`src/rtl/apb_axi_pkg.sv`:
```
// Shared types and constants for the AXI4-Lite to APB bridge: FSM states,
// APB/AXI response codes and the default ACCESS-phase timeout.
package apb_axi_pkg;

    typedef enum logic [2:0] {
        IDLE   = 3'd0,
        SETUP  = 3'd1,
        ACCESS = 3'd2,
        WRESP  = 3'd3,
        RRESP  = 3'd4
    } state_e;

    localparam logic [1:0] RESP_OKAY   = 2'b00;
    localparam logic [1:0] RESP_SLVERR = 2'b10;

    localparam int TIMEOUT_CYCLES_DEFAULT = 16;

    function automatic logic [1:0] resp_from_err(input logic err);
        return err ? RESP_SLVERR : RESP_OKAY;
    endfunction

endpackage

```
`src/rtl/axi4_Lite.sv`:
```
// AXI4-Lite channel bundle with slave (bridge) and master (requester) views.
interface axi4_Lite #(
    parameter int dataWidth = 32,
    parameter int addrWidth = 32
) (
    input logic aclk,
    input logic aresetn
);

    logic [addrWidth-1:0]   awaddr;
    logic [2:0]             awprot;
    logic                   awvalid;
    logic                   awready;
    logic [dataWidth-1:0]   wdata;
    logic [dataWidth/8-1:0] wstrb;
    logic                   wvalid;
    logic                   wready;
    logic [1:0]             bresp;
    logic                   bvalid;
    logic                   bready;
    logic [addrWidth-1:0]   araddr;
    logic [2:0]             arprot;
    logic                   arvalid;
    logic                   arready;
    logic [dataWidth-1:0]   rdata;
    logic [1:0]             rresp;
    logic                   rvalid;
    logic                   rready;

    modport axiSlave (
        input  aclk, aresetn,
        input  awaddr, awprot, awvalid, wdata, wstrb, wvalid, bready,
        input  araddr, arprot, arvalid, rready,
        output awready, wready, bresp, bvalid, arready, rdata, rresp, rvalid
    );

    modport axiMaster (
        input  aclk, aresetn,
        output awaddr, awprot, awvalid, wdata, wstrb, wvalid, bready,
        output araddr, arprot, arvalid, rready,
        input  awready, wready, bresp, bvalid, arready, rdata, rresp, rvalid
    );

endinterface

```
`src/rtl/apb_timeout_counter.sv`:
```
// ACCESS-phase wait counter; expired flags that timeoutCycles-1 stalled
// ACCESS cycles have already elapsed since the last clear.
module apb_timeout_counter
    import apb_axi_pkg::*;
#(
    parameter int timeoutCycles = TIMEOUT_CYCLES_DEFAULT
) (
    input  logic aclk,
    input  logic aresetn,
    input  logic clear,
    input  logic enable,
    output logic expired
);

    localparam logic [7:0] LIMIT = 8'(timeoutCycles - 1);

    logic [7:0] count_r;
    logic       expired_r;

    // Count stalled cycles; expired is registered alongside the count it describes.
    always_ff @(posedge aclk or negedge aresetn) begin
        if (!aresetn) begin
            count_r   <= 8'd0;
            expired_r <= 1'b0;
        end else if (clear) begin
            count_r   <= 8'd0;
            expired_r <= 1'b0;
        end else if (enable) begin
            count_r   <= count_r + 8'd1;
            expired_r <= ((count_r + 8'd1) == LIMIT);
        end else begin
            count_r   <= count_r;
            expired_r <= expired_r;
        end
    end

    assign expired = expired_r;

endmodule

```
`src/rtl/axi_lite_apb_bridge.sv`:
```
// Single-outstanding AXI4-Lite slave to APB master bridge with round-robin
// read/write arbitration and an ACCESS-phase timeout that answers SLVERR.
module axi_lite_apb_bridge
    import apb_axi_pkg::*;
#(
    parameter int dataWidth     = 32,
    parameter int addrWidth     = 32,
    parameter int timeoutCycles = TIMEOUT_CYCLES_DEFAULT
) (
    input  logic                   aclk,
    input  logic                   aresetn,
    axi4_Lite.axiSlave             axi,
    output logic [addrWidth-1:0]   paddr,
    output logic [2:0]             pprot,
    output logic                   psel,
    output logic                   penable,
    output logic                   pwrite,
    output logic [dataWidth-1:0]   pwdata,
    output logic [dataWidth/8-1:0] pstrb,
    input  logic [dataWidth-1:0]   prdata,
    input  logic                   pready,
    input  logic                   pslverr
);

    localparam int STRB_W = dataWidth / 8;

    state_e               state_r;
    logic                 last_was_write_r;
    logic                 awready_r;
    logic                 wready_r;
    logic                 arready_r;
    logic                 bvalid_r;
    logic                 rvalid_r;
    logic [1:0]           bresp_r;
    logic [1:0]           rresp_r;
    logic [dataWidth-1:0] rdata_r;

    logic wr_cand_s;
    logic rd_cand_s;
    logic grant_pending_s;
    logic grant_write_s;
    logic expired_s;
    logic tmo_clear_s;
    logic tmo_enable_s;

    // A write only counts once both address and data are offered together.
    assign wr_cand_s       = axi.awvalid && axi.wvalid;
    assign rd_cand_s       = axi.arvalid;
    assign grant_pending_s = awready_r || arready_r;
    assign grant_write_s   = wr_cand_s && (!rd_cand_s || !last_was_write_r);

    assign tmo_clear_s  = (state_r != ACCESS);
    assign tmo_enable_s = (state_r == ACCESS) && !pready;

    apb_timeout_counter #(
        .timeoutCycles(timeoutCycles)
    ) u_timeout (
        .aclk   (aclk),
        .aresetn(aresetn),
        .clear  (tmo_clear_s),
        .enable (tmo_enable_s),
        .expired(expired_s)
    );

    // Bridge FSM; the state register tracks the APB phase currently on the bus.
    always_ff @(posedge aclk or negedge aresetn) begin
        if (!aresetn) begin
            state_r          <= IDLE;
            last_was_write_r <= 1'b0;
            awready_r        <= 1'b0;
            wready_r         <= 1'b0;
            arready_r        <= 1'b0;
            bvalid_r         <= 1'b0;
            rvalid_r         <= 1'b0;
            bresp_r          <= RESP_OKAY;
            rresp_r          <= RESP_OKAY;
            rdata_r          <= {dataWidth{1'b0}};
            paddr            <= {addrWidth{1'b0}};
            pprot            <= 3'b000;
            psel             <= 1'b0;
            penable          <= 1'b0;
            pwrite           <= 1'b0;
            pwdata           <= {dataWidth{1'b0}};
            pstrb            <= {STRB_W{1'b0}};
        end else begin
            case (state_r)
                IDLE: begin
                    if (grant_pending_s) begin
                        awready_r <= 1'b0;
                        wready_r  <= 1'b0;
                        arready_r <= 1'b0;
                        psel      <= 1'b1;
                        penable   <= 1'b0;
                        state_r   <= SETUP;
                    end else if (grant_write_s) begin
                        awready_r        <= 1'b1;
                        wready_r         <= 1'b1;
                        last_was_write_r <= 1'b1;
                        paddr            <= axi.awaddr;
                        pprot            <= axi.awprot;
                        pwrite           <= 1'b1;
                        pwdata           <= axi.wdata;
                        pstrb            <= axi.wstrb;
                    end else if (rd_cand_s) begin
                        arready_r        <= 1'b1;
                        last_was_write_r <= 1'b0;
                        paddr            <= axi.araddr;
                        pprot            <= axi.arprot;
                        pwrite           <= 1'b0;
                        pwdata           <= {dataWidth{1'b0}};
                        pstrb            <= {STRB_W{1'b0}};
                    end
                end
                SETUP: begin
                    penable <= 1'b1;
                    state_r <= ACCESS;
                end
                ACCESS: begin
                    // A timeout completes like an error response with zeroed read data.
                    if (pready || expired_s) begin
                        psel    <= 1'b0;
                        penable <= 1'b0;
                        if (pwrite) begin
                            bvalid_r <= 1'b1;
                            bresp_r  <= pready ? resp_from_err(pslverr) : RESP_SLVERR;
                            state_r  <= WRESP;
                        end else begin
                            rvalid_r <= 1'b1;
                            rresp_r  <= pready ? resp_from_err(pslverr) : RESP_SLVERR;
                            rdata_r  <= pready ? prdata : {dataWidth{1'b0}};
                            state_r  <= RRESP;
                        end
                    end
                end
                WRESP: begin
                    if (axi.bready) begin
                        bvalid_r <= 1'b0;
                        state_r  <= IDLE;
                    end
                end
                RRESP: begin
                    if (axi.rready) begin
                        rvalid_r <= 1'b0;
                        state_r  <= IDLE;
                    end
                end
                default: begin
                    state_r   <= IDLE;
                    psel      <= 1'b0;
                    penable   <= 1'b0;
                    awready_r <= 1'b0;
                    wready_r  <= 1'b0;
                    arready_r <= 1'b0;
                    bvalid_r  <= 1'b0;
                    rvalid_r  <= 1'b0;
                end
            endcase
        end
    end

    assign axi.awready = awready_r;
    assign axi.wready  = wready_r;
    assign axi.arready = arready_r;
    assign axi.bvalid  = bvalid_r;
    assign axi.bresp   = bresp_r;
    assign axi.rvalid  = rvalid_r;
    assign axi.rresp   = rresp_r;
    assign axi.rdata   = rdata_r;

endmodule

```
`src/flat_wrapper.sv`:
```
// flat-port wrapper written by rule: the top's interface ports become plain ports
module axi_lite_apb_bridge_flat import apb_axi_pkg::*;
#(
    parameter int dataWidth     = 32,
    parameter int addrWidth     = 32,
    parameter int timeoutCycles = TIMEOUT_CYCLES_DEFAULT
)
  (aclk, aresetn, paddr, pprot, psel, penable, pwrite, pwdata, pstrb, prdata, pready, pslverr, axi_awaddr, axi_awprot, axi_awvalid, axi_wdata, axi_wstrb, axi_wvalid, axi_bready, axi_araddr, axi_arprot, axi_arvalid, axi_rready, axi_awready, axi_wready, axi_bresp, axi_bvalid, axi_arready, axi_rdata, axi_rresp, axi_rvalid);
  axi4_Lite #(.dataWidth(dataWidth), .addrWidth(addrWidth)) axi_i (.aclk(aclk), .aresetn(aresetn));
  input  logic aclk;
  input  logic aresetn;
  output logic [addrWidth-1:0] paddr;
  output logic [2:0] pprot;
  output logic psel;
  output logic penable;
  output logic pwrite;
  output logic [dataWidth-1:0] pwdata;
  output logic [dataWidth/8-1:0] pstrb;
  input  logic [dataWidth-1:0] prdata;
  input  logic pready;
  input  logic pslverr;
  input wire logic [$bits(axi_i.awaddr)-1:0] axi_awaddr;
  input wire logic [$bits(axi_i.awprot)-1:0] axi_awprot;
  input wire logic [$bits(axi_i.awvalid)-1:0] axi_awvalid;
  input wire logic [$bits(axi_i.wdata)-1:0] axi_wdata;
  input wire logic [$bits(axi_i.wstrb)-1:0] axi_wstrb;
  input wire logic [$bits(axi_i.wvalid)-1:0] axi_wvalid;
  input wire logic [$bits(axi_i.bready)-1:0] axi_bready;
  input wire logic [$bits(axi_i.araddr)-1:0] axi_araddr;
  input wire logic [$bits(axi_i.arprot)-1:0] axi_arprot;
  input wire logic [$bits(axi_i.arvalid)-1:0] axi_arvalid;
  input wire logic [$bits(axi_i.rready)-1:0] axi_rready;
  output wire logic [$bits(axi_i.awready)-1:0] axi_awready;
  output wire logic [$bits(axi_i.wready)-1:0] axi_wready;
  output wire logic [$bits(axi_i.bresp)-1:0] axi_bresp;
  output wire logic [$bits(axi_i.bvalid)-1:0] axi_bvalid;
  output wire logic [$bits(axi_i.arready)-1:0] axi_arready;
  output wire logic [$bits(axi_i.rdata)-1:0] axi_rdata;
  output wire logic [$bits(axi_i.rresp)-1:0] axi_rresp;
  output wire logic [$bits(axi_i.rvalid)-1:0] axi_rvalid;
  assign axi_i.awaddr = axi_awaddr;
  assign axi_i.awprot = axi_awprot;
  assign axi_i.awvalid = axi_awvalid;
  assign axi_i.wdata = axi_wdata;
  assign axi_i.wstrb = axi_wstrb;
  assign axi_i.wvalid = axi_wvalid;
  assign axi_i.bready = axi_bready;
  assign axi_i.araddr = axi_araddr;
  assign axi_i.arprot = axi_arprot;
  assign axi_i.arvalid = axi_arvalid;
  assign axi_i.rready = axi_rready;
  assign axi_awready = axi_i.awready;
  assign axi_wready = axi_i.wready;
  assign axi_bresp = axi_i.bresp;
  assign axi_bvalid = axi_i.bvalid;
  assign axi_arready = axi_i.arready;
  assign axi_rdata = axi_i.rdata;
  assign axi_rresp = axi_i.rresp;
  assign axi_rvalid = axi_i.rvalid;
  axi_lite_apb_bridge #(.dataWidth(dataWidth), .addrWidth(addrWidth), .timeoutCycles(timeoutCycles)) u_core (.aclk(aclk), .aresetn(aresetn), .axi(axi_i), .paddr(paddr), .pprot(pprot), .psel(psel), .penable(penable), .pwrite(pwrite), .pwdata(pwdata), .pstrb(pstrb), .prdata(prdata), .pready(pready), .pslverr(pslverr));
endmodule
```
`config.mk`:
```
export PLATFORM = sky130hd
export DESIGN_NAME = axi_lite_apb_bridge_flat
export DESIGN_NICKNAME = d
export VERILOG_FILES = /design/src/rtl/apb_axi_pkg.sv /design/src/rtl/axi4_Lite.sv /design/src/rtl/apb_timeout_counter.sv /design/src/rtl/axi_lite_apb_bridge.sv /design/src/flat_wrapper.sv
export SDC_FILE = /design/constraint.sdc
export NUM_CORES = 1
export LEC_CHECK = 0
export ABC_CLOCK_PERIOD_IN_PS = 2120
export CORE_MARGIN = 2
export CORE_UTILIZATION = 31
export CTS_BUF_LIST = sky130_fd_sc_hd__clkbuf_16
export CTS_CLUSTER_DIAMETER = 80
export DETAILED_ROUTE_END_ITERATION = 7
export GPL_TIMING_DRIVEN = 1
export HOLD_SLACK_MARGIN = 0.08
export PLACE_DENSITY = 0.76
export SLEW_MARGIN = 20
export SYNTH_ARGS = -nofsm -noshare
export SYNTH_HDL_FRONTEND = slang
export SYNTH_SLANG_ARGS = --single-unit
export TNS_END_PERCENT = 1
```
`constraint.sdc`:
```
create_clock -name aclk -period 2.12 [get_ports aclk]
set_clock_uncertainty 0.05 [all_clocks]
set_input_delay 0.636 -clock aclk [delete_from_list [all_inputs] [get_ports aclk]]
set_output_delay 0.636 -clock aclk [all_outputs]
set_load 0.005 [all_outputs]
```
==> impl_metrics.csv <==
group,metric,value,unit
run_status,status,"complete, no violations",
synth,syn_avg_cell_area,11.8,um^2
synth,ys_seq_area_share,59.8,%
clocking,cts_sinks,124,
global_routing,grt_pass1_wl,24500,um
timing,slew_viol_final,0,
drt,ant_nets,0,
die,die_area,17800,um^2
finish,area_growth,69.7,%
drt,wl,15100,um
synth,syn-cell-area,5190,um^2
synth,synth_top_cell_area_share,59.8,%
drt,vias,4482,
finish,stdcell_area,8810,um^2
clocking,worstSkewPairLatency,410,ps
power_and_ir_drop,vdd_drop_max,0.000535,V
drt,drtPass1Iterations,5,
worst_setup_path,path_class,"register to output pin",
drt,drc,0,
power_and_ir_drop,p_leak,3.82,nW
synth,synth_top_cell_by_area,"dfrtp_1",
clocking,cts_buffers,17,
timing,fin_crit,2030,ps
worst_setup_path,crit_fanout,4,
worst_setup_path,path_cells,"clkdlybuf4s50_1",
placed_design,place_congestion,0.801,
power_and_ir_drop,p_int,8.35,mW
timing,fmax,493,MHz
finish,antenna_cells,0,
drt,drt_iter0_markers,180,
timing,finalCritPeriodShare,95.6,%
global_routing,antenna_found_initial,0,
power_and_ir_drop,power.switching,3.45,mW
timing,rsz0062_at_grt,"no",
worst_setup_path,arrival,1340,ps
worst_setup_path,critPathBufInv,1,
die,die_y,133,um
global_routing,grt_max_degree,44,
synth,yosysWarningCount,0,
timing,setup_violations,0,
timing,worst_slack,92.5,ps
worst_setup_path,crit_family,"buffers and inverters",
clocking,cts-root-buf,"clkbuf_16",
global_routing,grt_pass1_vias,4587,
worst_setup_path,start_kind,"register",
clocking,postCtsSetupBuffers,0,
finish,fin_nets,859,
power_and_ir_drop,power.share.sequential,33.7,%
finish,drive_gt1_share,8.30,%
synth,ys_async_sr_fraction,100,%
global_routing,grt-ovfl-total,0,
placed_design,place_inst,910,
die,die_w,133,um
power_and_ir_drop,netSwitchingFraction,29.2,%
synth,synth_area_leaders,"dfrtp_1, a22o_1, mux2i_1",
worst_setup_path,cp-end-kind,"output pin",
drt,via_per_inst,4.75,
worst_setup_path,required,1430,ps
job,cap_violations,0,
worst_setup_path,r2r_slack,310,ps
synth,synth.most_common_cell,"dfrtp_1",
power_and_ir_drop,combPwrFrac,41.1,%
timing,hold_viol_final,0,
clocking,clk_pin_slew,50,ps
die,core.rowCount,47,
synth,syn_inst,439,
timing,setup_tns,0,ps
synth,synth_commonest_cells,"dfrtp_1, a22o_1, nand2_1",
synth,ys.flop_type,"dfrtp_1",
placed_design,post-dp-hpwl,11400,um
placed_design,place_area,8190,um^2
drt,wl_per_cell,16.0,um
synth,synth-edff-count,0,
synth,synth-seq-cells,124,
worst_setup_path,max_stage_delay,530,ps
placed_design,dpl_worst_slack,-91.1,ps
clocking,cts_buffer_depth,2,
power_and_ir_drop,p_per_area,1340,nW/um^2
clocking,htreeDepth,4,
power_and_ir_drop,clock_power_share,25.2,%
global_routing,grtUsageTotal,17.6,%
die,io_pins,262,
worst_setup_path,cp_slowest_cell,"clkdlybuf4s50_1",
hold_path,hold_path_class,"register to register",
finish,fin_cells,943,
die,initial_core_util,31.5,%
finish,fillers,1425,
synth,synth_cell_types,44,
placed_design,io_buffers,259,
die,core,16500,um^2
clocking,cts_tree,"yes",
[tightest hold or removal path, stage by stage (launching register included)]
cell and delay [ps]:
dfrtp_1 340, nand2_1 50, o21ai_1 60
[timing repair]
item / CTS / global route
hold buffers: 1 / 0
setup endpoints to repair: 0 / 1
resized for setup: 0 / 1
endpoints found under the hold margin: 12 / 0
[logic make-up after synthesis]
logic type | Yosys count | share of synthesized area (%)
compound gates | 136 | 19.1
xor+xnor | 9 | 1.52
fa+ha+maj | 2 | 0.482
buf+inv | 43 | 4.31
flops | 124 | 59.8
mux | 35 | 6.75
other cells | 1 | 0.0722
simple gates | 89 | 7.95
[power by group through the flow]
stage | combinational, mW | sequential [mW] | clock (mW)
floorplan | 1.82 | 4.04 | 0
global placement | 4.78 | 3.98 | 0
detailed placement | 4.90 | 4.00 | 0
CTS | 4.92 | 3.98 | 3.06
global route | 5.28 | 4.12 | 3.18
finish | 4.85 | 3.98 | 2.97
[state kept, by name, summed over array words and instances, names as in the netlist, 3 cells and up]
| register | cells |
|---|---|
| u_core.axi.rdata | 32 |
| u_core.paddr | 32 |
| u_core.pprot | 3 |
| u_core.pstrb | 4 |
| u_core.pwdata | 32 |
| u_core.state_r | 3 |
| u_core.u_timeout.count_r | 8 |
[metal layers]
metal	vias up	GRT usage, %	share of wire [%]
li1	2131	-	-
met4	0	7.15	2.6
met5	-	0	0
met3	29	6.32	9.1
met1	2103	21.2	40
met2	219	28.7	48
[layout by cell type (no fill, tap or decap), types with 2 or more instances in the layout]
cell type and n:
buf_12 9, clkinv_2 2, xnor2_1 3, nor2_1 15
a21o_1 3, mux2i_1 35, xor2_1 6, buf_4 19
a21oi_1 8, nand3_1 6, o22ai_1 2, ha_1 2
dfrtp_1 124, o21ai_1 37, o21ai_0 5, nor2b_1 3
bufinv_16 4, nor3_1 4, and3_1 4, nand2_1 45
a22o_1 69, inv_1 9, and2_1 2, clkbuf_16 17
a32oi_1 2, nand3b_1 2, clkdlybuf4s50_1 257, conb_1 2
clkinv_1 2, clkinvlp_4 3
[path summary, 6_finish.rpt]
| kind | start | endpoint | cells past startpoint |
|---|---|---|---|
| worst min-delay path | u_core.paddr[27]$_DFFE_PN0P_ | u_core.paddr[27]$_DFFE_PN0P_ | 2 |
| max in group asynchronous | aresetn | u_core.u_timeout.count_r[5]$_DFFE_PN0P_ | 3 |
| worst max register to register | u_core.state_r[2]$_DFFE_PN0P_ | u_core.pwdata[22]$_DFFE_PN0P_ | 6 |
| min in group asynchronous | aresetn | u_core.axi.rdata[20]$_DFFE_PN0P_ | 2 |
| worst min register to register | u_core.paddr[27]$_DFFE_PN0P_ | u_core.paddr[27]$_DFFE_PN0P_ | 2 |
| worst max-delay path | u_core.axi.awready$_DFFE_PN0P_ | axi_awready | 1 |
[cell type report]
cell class	instances	area [um^2]	share of cell area, %
inverters	7	26.3	0.298
flip-flops and latches	124	3100	35.2
multi-input cells	273	1880	21.3
repair buffers	287	2920	33.1
clock inverters	15	180	2.05
clock buffers	17	425	4.83
well taps	220	275	3.13
[per-stage QoR]
stage | utilization [%] | hold WS (ps) | power, mW
2_1_floorplan | - | 290 | 5.86
5_1_grt | 53.5 | 451 | 12.6
6_report | 53.5 | 431 | 11.8
4_1_cts | 53.5 | 435 | 12.0
3_5_place_dp | 49.7 | 424 | 8.90
3_3_place_gp | 49.7 | 412 | 8.76
No activity file was read; power rests on OpenSTA's default activity.
==> edit 1: new RTL, same settings <==
`addrWidth` is set to 32 in 3 places; all go to 48.
--- a/src/rtl/axi4_Lite.sv
+++ b/src/rtl/axi4_Lite.sv
@@ -1,7 +1,7 @@
 // AXI4-Lite channel bundle with slave (bridge) and master (requester) views.
 interface axi4_Lite #(
     parameter int dataWidth = 32,
-    parameter int addrWidth = 32
+    parameter int addrWidth = 48
 ) (
     input logic aclk,
     input logic aresetn
--- a/src/rtl/axi_lite_apb_bridge.sv
+++ b/src/rtl/axi_lite_apb_bridge.sv
@@ -4,7 +4,7 @@
     import apb_axi_pkg::*;
 #(
     parameter int dataWidth     = 32,
-    parameter int addrWidth     = 32,
+    parameter int addrWidth     = 48,
     parameter int timeoutCycles = TIMEOUT_CYCLES_DEFAULT
 ) (
     input  logic                   aclk,
--- a/src/flat_wrapper.sv
+++ b/src/flat_wrapper.sv
@@ -2,7 +2,7 @@
 module axi_lite_apb_bridge_flat import apb_axi_pkg::*;
 #(
     parameter int dataWidth     = 32,
-    parameter int addrWidth     = 32,
+    parameter int addrWidth     = 48,
     parameter int timeoutCycles = TIMEOUT_CYCLES_DEFAULT
 )
   (aclk, aresetn, paddr, pprot, psel, penable, pwrite, pwdata, pstrb, prdata, pready, pslverr, axi_awaddr, axi_awprot, axi_awvalid, axi_wdata, axi_wstrb, axi_wvalid, axi_bready, axi_araddr, axi_arprot, axi_arvalid, axi_rready, axi_awready, axi_wready, axi_bresp, axi_bvalid, axi_arready, axi_rdata, axi_rresp, axi_rvalid);
Interface: changed (resized axi_araddr, axi_awaddr and paddr); port bits go from 262 to 310. No check against the original RTL was run, so the function may have changed too.
==> edit 1 against the unedited design <==
Synthesized area grew 14%. Critical path type unchanged. Total power grew 13%. Combinational power grew 15%. Sequential cell count grew 16. Cell count grew 15%. Routed wire length grew 20%. Design area grew 16%. Count of clock-buffer cells in the layout is the same. Worst setup slack lost 27 ps. Largest cell class is now non-clock buffers.
==> edit 1: results (changes against the unedited design) <==
* Worst vdd ir at 603 uV (was 535 uV)
* Total track usage at 18.2% (was 17.6%)
* Gpl congestion at 0.824 (was 0.801)
* Wire length on met1 at 7.58 mm (was 6.10 mm)
* Synthesis Warnings at 0 (unchanged)
* Port Buffers at 307 (was 259)
* Number of fill cells in the layout at 1644 (was 1425)
* WHS Endpoint: u_core.paddr[29] (was u_core.paddr[27])
* R2R cell count at 4 (was 6)
* Clock Latency Late Sink at 410 ps (about the same)
* Largest net degree at the start of global routing at 55 (was 44)
* Sequential-to-total area share from yosys stat at 59.3% (was 59.8%)
* Initial DRC count at 172 (was 180)
* Htree depth at 4 (unchanged)
* Post-synth top cells: 140 x dfrtp_1, 69 x a22o_1, 61 x nand2_1 (was 124 x dfrtp_1, 69 x a22o_1, 45 x nand2_1)
* Initial antenna violation count at 0 (unchanged)
* Synth cell types at 45 (was 44)
* Final nets at 1015 (was 859)
* Routed met3 length at 1.11 mm (was 1.37 mm)
* Pre-antenna DRT Iters at 4 (was 5)
* Lkg Pwr at 4.42 nW (was 3.82 nW)
* Antenna diodes at 0 (unchanged)
* Worst EP arrival at 1370 ps (was 1340 ps)
* Highest metal used: met4 (unchanged)
* Clk slew on worst S/H paths at 60 ps
* Final Hold Viols at 0 (unchanged)
* Total Wirelength at 18.2 mm (was 15.1 mm)
* Global-route wire length before repair at 28.4 mm (was 24.5 mm)
* Share of cells above drive strength 1 at 8.85% (was 8.30%)
* Area contributors post-synth: dfrtp_1 59%, a22o_1 10%, mux2i_1 8.6% (was dfrtp_1 60%, a22o_1 12%, mux2i_1 6.7%)
* Max incr delay on CP at 520 ps
* Reg with most FFs: u_core.paddr
* Vias in the first global route at 5183 (was 4587)
* Hold wc startpoint: u_core.paddr[29] (was u_core.paddr[27])
* Pre-CTS WS at -162 ps (was -91.1 ps)
* Post-DR vias/cell at 4.81 (was 4.75)
* Critical path fanouts, max at 4 (unchanged)
* Critical R2R Capture: u_core.axi.rdata[5] (was u_core.pwdata[22])
* DR WL met2 at 9.06 mm (was 7.27 mm)
* Clock Path Buffers at 2 (unchanged)
* Outcome: finished, final reports clean (unchanged)
* Largest register FFs at 48
* HPWL after DPL at 13.7 mm (was 11.4 mm)
* Flop-to-flop setup slack at 300 ps
==> edit 1: repair_timing <==
action | 4_1_cts | 5_1_grt
cloned | 0 | 0
endpoints found under the setup margin | 2 | 1
endpoints found under the hold margin | 32 | 0
gates resized for setup | 1 | 1
pin swaps | 0 | 0
hold buffers | 1 | 0
==> edit 1: cell type report <==
class / instances / area, um^2 / share of cell area [%]
Timing Repair Buffer: 347 / 3540 / 34.8
Sequential cell: 140 / 3500 / 34.4
Multi-Input combinational cell: 321 / 2170 / 21.4
Clock buffer: 17 / 425 / 4.18
Tap cell: 234 / 293 / 2.88
Clock inverter: 15 / 213 / 2.09
Inverter: 7 / 26.3 / 0.258
==> edit 1: how the worst max path moves through the flow <==
stage                     slack [ps]                 to  cells after the start                from
after floorplan                  320   u_core.paddr[10]                      7         axi_awvalid
after global placement          -110  u_core.pwdata[13]                      7         axi_arvalid
after detailed placement        -160  u_core.pwdata[31]                      7         axi_arvalid
after CTS                         30         axi_wready                      1  u_core.axi.awready
after global routing               9         axi_wready                      1  u_core.axi.awready
final                             70         axi_wready                      1  u_core.axi.awready
==> edit 1: metal layers <==
layer,GRT usage (%),up-vias
met2,30.2,199
met1,22.4,2488
met5,0,-
met3,5.18,31
met4,7.68,0
li1,-,2481
==> edit 1: report_power, final <==
group          internal (mW)  switching, mW
registers               3.85          0.690
logic                   3.47           2.11
clock network           2.00           1.23
==> edit 1: cells by family after synthesis <==
group                      synth area share [%]
AOI/OAI and AO/OA                          18.2
xor gates and xnor gates                   1.34
adders and majority gates                 0.424
buffers and inverters                      4.11
DFF                                        59.3
muxes                                      8.65
other                                    0.0635
and+or+nand+nor                            7.90
==> edit 1: per-stage QoR <==
step / hold slack (ps) / power [mW] / instances / cell area (um^2) / setup TNS [ps]
6_report: 428 / 13.3 / 1081 / 10200 / 0
3_3_place_gp: 410 / 10.1 / 1048 / 9530 / -8410
3_5_place_dp: 420 / 10.2 / 1048 / 9530 / -11100
5_1_grt: 455 / 14.2 / 1081 / 10200 / 0
4_1_cts: 434 / 13.5 / 1081 / 10200 / 0
2_1_floorplan: 290 / 6.61 / 510 / 5910 / 0
==> edit 2: new RTL, same settings <==
Made on the original files. Encoding of `state_e`: now one-hot (5 bits for 5 states).
--- a/src/rtl/apb_axi_pkg.sv
+++ b/src/rtl/apb_axi_pkg.sv
@@ -2,12 +2,12 @@
 // APB/AXI response codes and the default ACCESS-phase timeout.
 package apb_axi_pkg;
 
-    typedef enum logic [2:0] {
-        IDLE   = 3'd0,
-        SETUP  = 3'd1,
-        ACCESS = 3'd2,
-        WRESP  = 3'd3,
-        RRESP  = 3'd4
+    typedef enum logic [4:0] {
+        IDLE   = 5'b00001,
+        SETUP  = 5'b00010,
+        ACCESS = 5'b00100,
+        WRESP  = 5'b01000,
+        RRESP  = 5'b10000
     } state_e;
 
     localparam logic [1:0] RESP_OKAY   = 2'b00;
Function: no difference found for any inputs over 4 cycles, from zero or initial values and one cycle with aresetn low; so few cycles prove little.
==> edit 2 against the unedited design <==
Sequential share of layout area is 0.20 points higher. Synthesized area is 4.4% higher. Sequential cell count is 2 higher. Routed wire length is 5.1% higher. Critical path depth stayed put. Die area is 4.3% higher. Design area is 1.1% higher. Clock power is 9.1% lower. Critical path type unchanged. Total power is 5.4% lower. Worst setup slack worse by 34 ps. Highest routed layer unchanged. Register-to-register slack worse by 160 ps.
==> edit 2: results (changes against the unedited design) <==
* Total Wirelength at 15.9 mm (was 15.1 mm)
* Area contributors post-synth: dfrtp_1 58%, a22o_1 11%, mux2i_1 6.8% (was dfrtp_1 60%, a22o_1 12%, mux2i_1 6.7%)
* Total track usage at 17.0% (was 17.6%)
* Lkg Pwr at 3.83 nW (was 3.82 nW)
* Adder-cell share of the synthesized area at 0.462% (was 0.482%)
* Syn Area/Cell at 11.9 um^2 (was 11.8 um^2)
* Flop-to-flop setup slack at 150 ps (was 310 ps)
* Met3 Resource Use GR at 6.00% (was 6.32%)
* Gpl congestion at 0.802 (was 0.801)
* Worst EP arrival at 1380 ps (was 1340 ps)
* R2R Path Start: u_core.state_r[1] (was u_core.state_r[2])
* HPWL after DPL at 11.6 mm (was 11.4 mm)
* Grt met2 use at 27.7% (was 28.7%)
* Critical R2R Capture: u_core.pwdata[21] (was u_core.pwdata[22])
* Vias at 4510 (was 4482)
* Initial DRC count at 134 (was 180)
* Final Non-Filler Cells at 951 (was 943)
* Area after DPL at 0.00836 mm^2 (was 0.00819 mm^2)
* Max incr delay on CP at 570 ps (was 530 ps)
* Global-route wire length before repair at 24.3 mm (was 24.5 mm)
* CP delay by family, top: buffers and inverters (unchanged)
* Largest net degree at the start of global routing at 67 (was 44)
* HP Class: in2async (was reg2reg)
* Routing usage on met1 at 20.4% (was 21.2%)
* Outcome: finished, final reports clean (unchanged)
* Synth Area in XOR/XNOR at 1.62% (was 1.52%)
* Inst Count DP at 920 (was 910)
* Compound-Gate Fraction of Synth Area at 17.7% (was 19.1%)
* R2R cell count at 5 (was 6)
* Pre-CTS WS at -160 ps (was -91.1 ps)
* Vias in the first global route at 4586 (was 4587)
* Final nets at 864 (was 859)
* Synth cell types at 48 (was 44)
* Post-synthesis mux area share at 7.04% (was 6.75%)
* Worst vdd ir at 556 uV (was 535 uV)
## edit 2: cell types whose count changed in the layout (fill, tap and decap cells not counted), sizes merged, moves of 3 or more
cell,delta
buf,-6
nand4,+4
nor4,+4
clkinv,+3
nand2,-3
## edit 2: where the power goes
group | internal, mW | total [mW] | switching [mW]
registers | 3.35 | 3.93 | 0.583
logic | 2.77 | 4.54 | 1.77
clock network | 1.68 | 2.70 | 1.02
total | 7.79 | 11.2 | 3.37
## edit 2: area by class of cell
type / count / area, um^2
clock inverters: 13 / 110
clock buffers: 17 / 425
fillers: 1548 / 8280
multi-input cells: 283 / 2040
well taps: 225 / 282
flip-flops and latches: 126 / 3150
inverters: 7 / 26.3
repair buffers: 280 / 2860
## edit 2: worst max-delay path by stage
stage	cells past startpoint	endpoint	startpoint	slack, ps
floorplan	7	u_core.axi.rdata[10]	u_core.state_r[4]	400
global placement	6	u_core.paddr[10]	axi_wvalid	-120
detailed placement	6	u_core.axi.rvalid	pready	-160
CTS	1	axi_wready	u_core.axi.awready	10
global route	1	axi_wready	u_core.axi.awready	0.5
finish	1	axi_wready	u_core.axi.awready	60
## edit 2: what timing repair did
item / in CTS / in global routing
resized for setup: 0 / 1
endpoints found under the setup margin: 1 / 2
buffers inserted: 1 / 0
pin swaps: 0 / 0
## edit 2: through the flow
step           setup TNS (ps)  util [%]
2_1_floorplan               0         -
3_3_place_gp            -8220      48.6
3_5_place_dp            -9450      48.6
4_1_cts                     0      51.8
5_1_grt                     0      51.8
6_report                    0      51.8
## edit 2: layer usage
metal | vias up | part of all wire (%)
met1 | 2150 | 40
met5 | - | 0
li1 | 2168 | -
met2 | 168 | 49
met4 | 0 | 2.4
met3 | 24 | 7.9
